==> src/rtl/seq_detector_param.sv <==
// Parametrised Moore sequence detector with overlapping or non-overlapping detection and a saturating match counter.
// The next state is the longest prefix of PATTERN that ends the accepted history.
module seq_detector_param #(
    parameter int                   PAT_LEN = 4,
    parameter logic [PAT_LEN-1:0]   PATTERN = 4'b1010,
    parameter int                   CNT_W   = 8
) (
    input  logic             clk,
    input  logic             rst,
    input  logic             x,
    input  logic             in_valid,
    input  logic             overlap,
    output logic             z,
    output logic [CNT_W-1:0] match_count
);

    localparam int                 SW      = $clog2(PAT_LEN + 1);
    localparam logic [SW-1:0]      MATCH_S = SW'(PAT_LEN);
    localparam logic [PAT_LEN-1:0] ONES    = '1;

    if (PAT_LEN < 2 || PAT_LEN > 16) begin : g_bad_len
        $fatal(1, "seq_detector_param: PAT_LEN must be in 2..16");
    end
    if (CNT_W < 1 || CNT_W > 32) begin : g_bad_cnt
        $fatal(1, "seq_detector_param: CNT_W must be in 1..32");
    end

    logic [SW-1:0]      s;
    logic [SW-1:0]      s_restart;
    logic [SW-1:0]      ns;
    logic [PAT_LEN-2:0] hist;
    logic [PAT_LEN-1:0] win;

    // The last s bits of hist always equal the pattern prefix, so only the
    // newest s_restart+1 bits of the window may take part in a comparison.
    always_comb begin
        // NOTE: every variable gets a default before any conditional write so no latch is inferred.
        s_restart = (s == MATCH_S && !overlap) ? '0 : s;
        win       = {hist, x};
        ns        = '0;
        for (int k = 1; k <= PAT_LEN; k++) begin
            if (k <= int'(s_restart) + 1 &&
                ((win ^ (PATTERN >> (PAT_LEN - k))) & (ONES >> (PAT_LEN - k))) == '0) begin
                ns = SW'(k);
            end
        end
    end

    always_ff @(posedge clk) begin
        // NOTE: sequential state uses non-blocking assignments so every register samples pre-edge values.
        if (rst) begin
            s           <= '0;
            hist        <= '0;
            z           <= 1'b0;
            match_count <= '0;
        end else if (in_valid) begin
            s    <= ns;
            hist <= win[PAT_LEN-2:0];
            z    <= (ns == MATCH_S);
            if (ns == MATCH_S && match_count != '1) begin
                match_count <= match_count + CNT_W'(1);
            end
        end
    end

endmodule

==> config.mk <==
export PLATFORM = sky130hd
export DESIGN_NAME = seq_detector_param
export DESIGN_NICKNAME = d
export VERILOG_FILES = /design/src/rtl/seq_detector_param.sv
export SDC_FILE = /design/constraint.sdc
export NUM_CORES = 1
export LEC_CHECK = 0
export ABC_AREA = 1
export BUFFER_PORTS_ARGS = -buffer_cell sky130_fd_sc_hd__buf_2
export CORE_MARGIN = 2
export CORE_UTILIZATION = 60
export CTS_BUF_LIST = sky130_fd_sc_hd__clkbuf_2
export DETAILED_ROUTE_END_ITERATION = 12
export PLACE_DENSITY = 0.84
export SLEW_MARGIN = 5
export SYNTH_ARGS = -nofsm -noshare
export SYNTH_HDL_FRONTEND = slang
export SYNTH_SLANG_ARGS = --single-unit
==> constraint.sdc <==
create_clock -name clk -period 3.6 [get_ports clk]
set_input_delay 0.18 -clock clk [delete_from_list [all_inputs] [get_ports clk]]
set_output_delay 0.18 -clock clk [all_outputs]
set_load 0.02 [all_outputs]
==> results.tsv <==
stage	metric	value	unit
run_status	status	finished clean	
hold_path	hold_sp	rst	
critical_path	critical path buffer and inverter count	2	
sta	RSZ-0062 raised after global routing	no	
sta	period utilisation layout	0.4598	
logic_synthesis	Synth Warn #	0	
logic_synthesis	Syn Area/Cell	6.831	um2
grt	M3 GR Usage	0.03913	
detailed_routing	DRC	0	
placed_design	IO buf count	13	
floorplanning	CORE AREA	1318	um2
clocking	CTS Buffer Depth	2	
detailed_routing	Routed wire per std cell	11.01	um
detailed_routing	Vias	798	
clocking	clk slew on worst S/H paths	160	ps
clocking	CTS buffer count	3	
sta	Slew Limit Fails	0	
critical_path	startpoint type of the worst setup path	register	
grt	gr usage total	0.2216	
hold_path	WHS Endpoint	match_count[3]	
critical_path	setup slack, reg-to-reg	1940	ps
grt	vias in the first global route	700	
critical_path	CP required	3800	ps
power	leakage	0.4676	nW
placed_design	gpl congestion	0.9169	
clocking	CTS Sinks	15	
logic_synthesis	Synth Register Bits	15	
clocking	clock latency on the worst-skew pair	310	ps
grt	GRT Residual Overflow	0	
finish	P&R area growth vs syn	11.37	%
logic_synthesis	Synth top area share	0.3545	
power	maximum vdd drop	0.2121	mV
finish	nets@finish	149	
power	PD cells	304.9	nW/um2
floorplanning	Die Area	1728	um2
logic_synthesis	Synth Net Count	133	
clocking	H-tree Lvls	1	
finish	Layout fillers	109	
critical_path	Max FO, Critical Path	7	
logic_synthesis	sequential fraction of the synthesis area	0.3545	
floorplanning	Initial Util	0.6429	
critical_path	cells on worst reg2reg path	9	
sta	Fin Setup TNS	0	ps
hold_path	Hold Path Stages	2	
sta	Hold Fails Final Rpt	0	
sta	clk_skew	17.08	ps
hold_path	Hold Crit Class	primary input to register	
placed_design	DP HPWL	1294	um
critical_path	Worst path most repeated cell	nand2_1	
detailed_routing	Starting DRT DRC Count	21	
detailed_routing	Routed Antenna Nets	0	
logic_synthesis	Syn Inst Count	124	
detailed_routing	Vias/cell	5.182	
critical_path	FF-to-FF End	match_count[7]	
critical_path	launch point of the worst reg-to-reg path	s[1]	
finish	ANT cells	0	
grt	largest net degree at the start of global routing	15	
floorplanning	Die Span Y	41.58	um
floorplanning	FP Rows	13	
sta	fin crit period	1655	ps
sta	Max-slew headroom	0.8459	
floorplanning	Chip Width	41.58	um
logic_synthesis	synth unique cells	20	
finish	layout cells sized above 1	0.1727	
job	maxcap violations	0	
clocking	CTS resizes	0	
logic_synthesis	cell taking the most area after synthesis	dfxtp_1	
grt	met2 Usage GRT	0.3313	
sta	Setup Viol. Count Final	0	
logic_synthesis	top area cells in the synthesized netlist	dfxtp_1, nand2_1, a21oi_1	
logic_synthesis	Post-Syn Area	847.1	um2
critical_path	Critical Path Max Stage Delay	360	ps
critical_path	arrival time at the worst endpoint	1850	ps
critical_path	Slowest-stage cell, CP	dfxtp_1	
detailed_routing	Post-Route WL	1696	um
critical_path	CP Class	register to register	
clocking	TritonCTS clock tree	done	
sta	fmax	0.6041	GHz
grt	initial antenna violation count	0	
grt	met1 Track Usage GR	0.3033	
grt	GRT busiest layer	met2	
clocking	Root Buffer	clkbuf_2	
critical_path	CP cell instances	inv_1, ha_1, inv_1, o21ai_0, nand2_1, nand2_1, nand4_2, nand2_1, a21oi_1	
sta	Slew @ Worst Pin	228.7	ps
finish	footprint of the multi-input gates	483.0	um2
finish	sequential cell area	300.3	um2
critical_path	CP Capture Type	register	
clocking	hold_buf cts	0	
power	Pwr Total	0.2876	mW
detailed_routing	total iterations of the first detailed-routing run	4	
floorplanning	Top Ports	14	
grt	first-pass GRT wire length	2967	um
clocking	Post CTS Setup Buffer Count	0	
critical_path	CP delay by family, top	simple AND/OR/NAND/NOR gates	
-- cells in the mapped netlist --
| master | n |
|---|---|
| dfxtp_1 | 15 |
| xnor2_1 | 1 |
| nand2_2 | 1 |
| xor2_1 | 4 |
| nand4_2 | 1 |
| nor3b_1 | 1 |
| nand2_1 | 36 |
| a21oi_1 | 12 |
| nand3b_1 | 1 |
| nor2_4 | 1 |
| clkbuf_1 | 2 |
| nor2_1 | 14 |
| nor3_2 | 1 |
| ha_1 | 4 |
| nand3_1 | 5 |
| inv_1 | 15 |
| nor3_1 | 1 |
| nor2_2 | 1 |
| o21ai_0 | 6 |
| nand3_2 | 2 |
-- cell families after synthesis --
logic type / synth area share
xor+xnor: 0.05170
buf+inv: 0.07533
flops: 0.3545
compound gates: 0.1064
simple gates: 0.3530
fa+ha+maj: 0.05909
-- final cells by class --
| cell class | instances | area share |
|---|---|---|
| inverters | 15 | 0.05968 |
| clock buffers | 4 | 0.02122 |
| flip-flops and latches | 15 | 0.3183 |
| repair buffers | 13 | 0.06897 |
| well taps | 15 | 0.01989 |
| multi-input cells | 92 | 0.5119 |
-- registers in the layout, summed over array words and instances, names as in the netlist --
signal       count
match_count      8
hist             3
s                3
z                1
-- how the worst max path moves through the flow --
stage,start,end,cells past startpoint
6_report,s[1],match_count[7],9
5_1_grt,s[0],match_count[0],8
4_1_cts,s[1],match_count[0],9
3_5_place_dp,s[1],match_count[0],9
3_3_place_gp,s[1],match_count[1],9
2_1_floorplan,match_count[0],match_count[0],8
-- cell usage in the layout, fill, tap and decap left out, drive strengths merged --
cell type and count:
nor2 16, nand3b 1, nand4 1, buf 13
dfxtp 15, nor3 2, inv 15, o21ai 6
nand2 37, clkbuf 4, a21oi 12, xor2 4
nand3 7, xnor2 1, ha 4, nor3b 1
-- through the flow --
step / utilization / instance area (um2) / hold WS (ps) / cells / setup slack [ps]
after floorplan: - / 847.1 / 326.7 / 124 / 2090
after global placement: 0.7009 / 923.4 / 455.6 / 150 / 2021
after detailed placement: 0.7009 / 923.4 / 459.2 / 150 / 1961
after CTS: 0.7160 / 943.4 / 126.0 / 154 / 1938
after global routing: 0.7160 / 943.4 / 124.6 / 154 / 1784
final: 0.7160 / 943.4 / 118.5 / 154 / 1945
-- metal layers --
layer  vias up  wire [um]
met5         -          0
met4         0         36
met3         5         54
met2        17        781
met1       357        823
li1        419          -
-- report_power, final --
part	internal, mW	switching (mW)	total [mW]	leakage (nW)
Combinational	0.00960	0.0182	0.0278	0.329
Clock	0.0294	0.0573	0.0868	0.0166
Sequential	0.170	0.00287	0.173	0.122
Total	0.209	0.0784	0.288	0.468
Note: power is estimated with default switching activity, not from simulation.
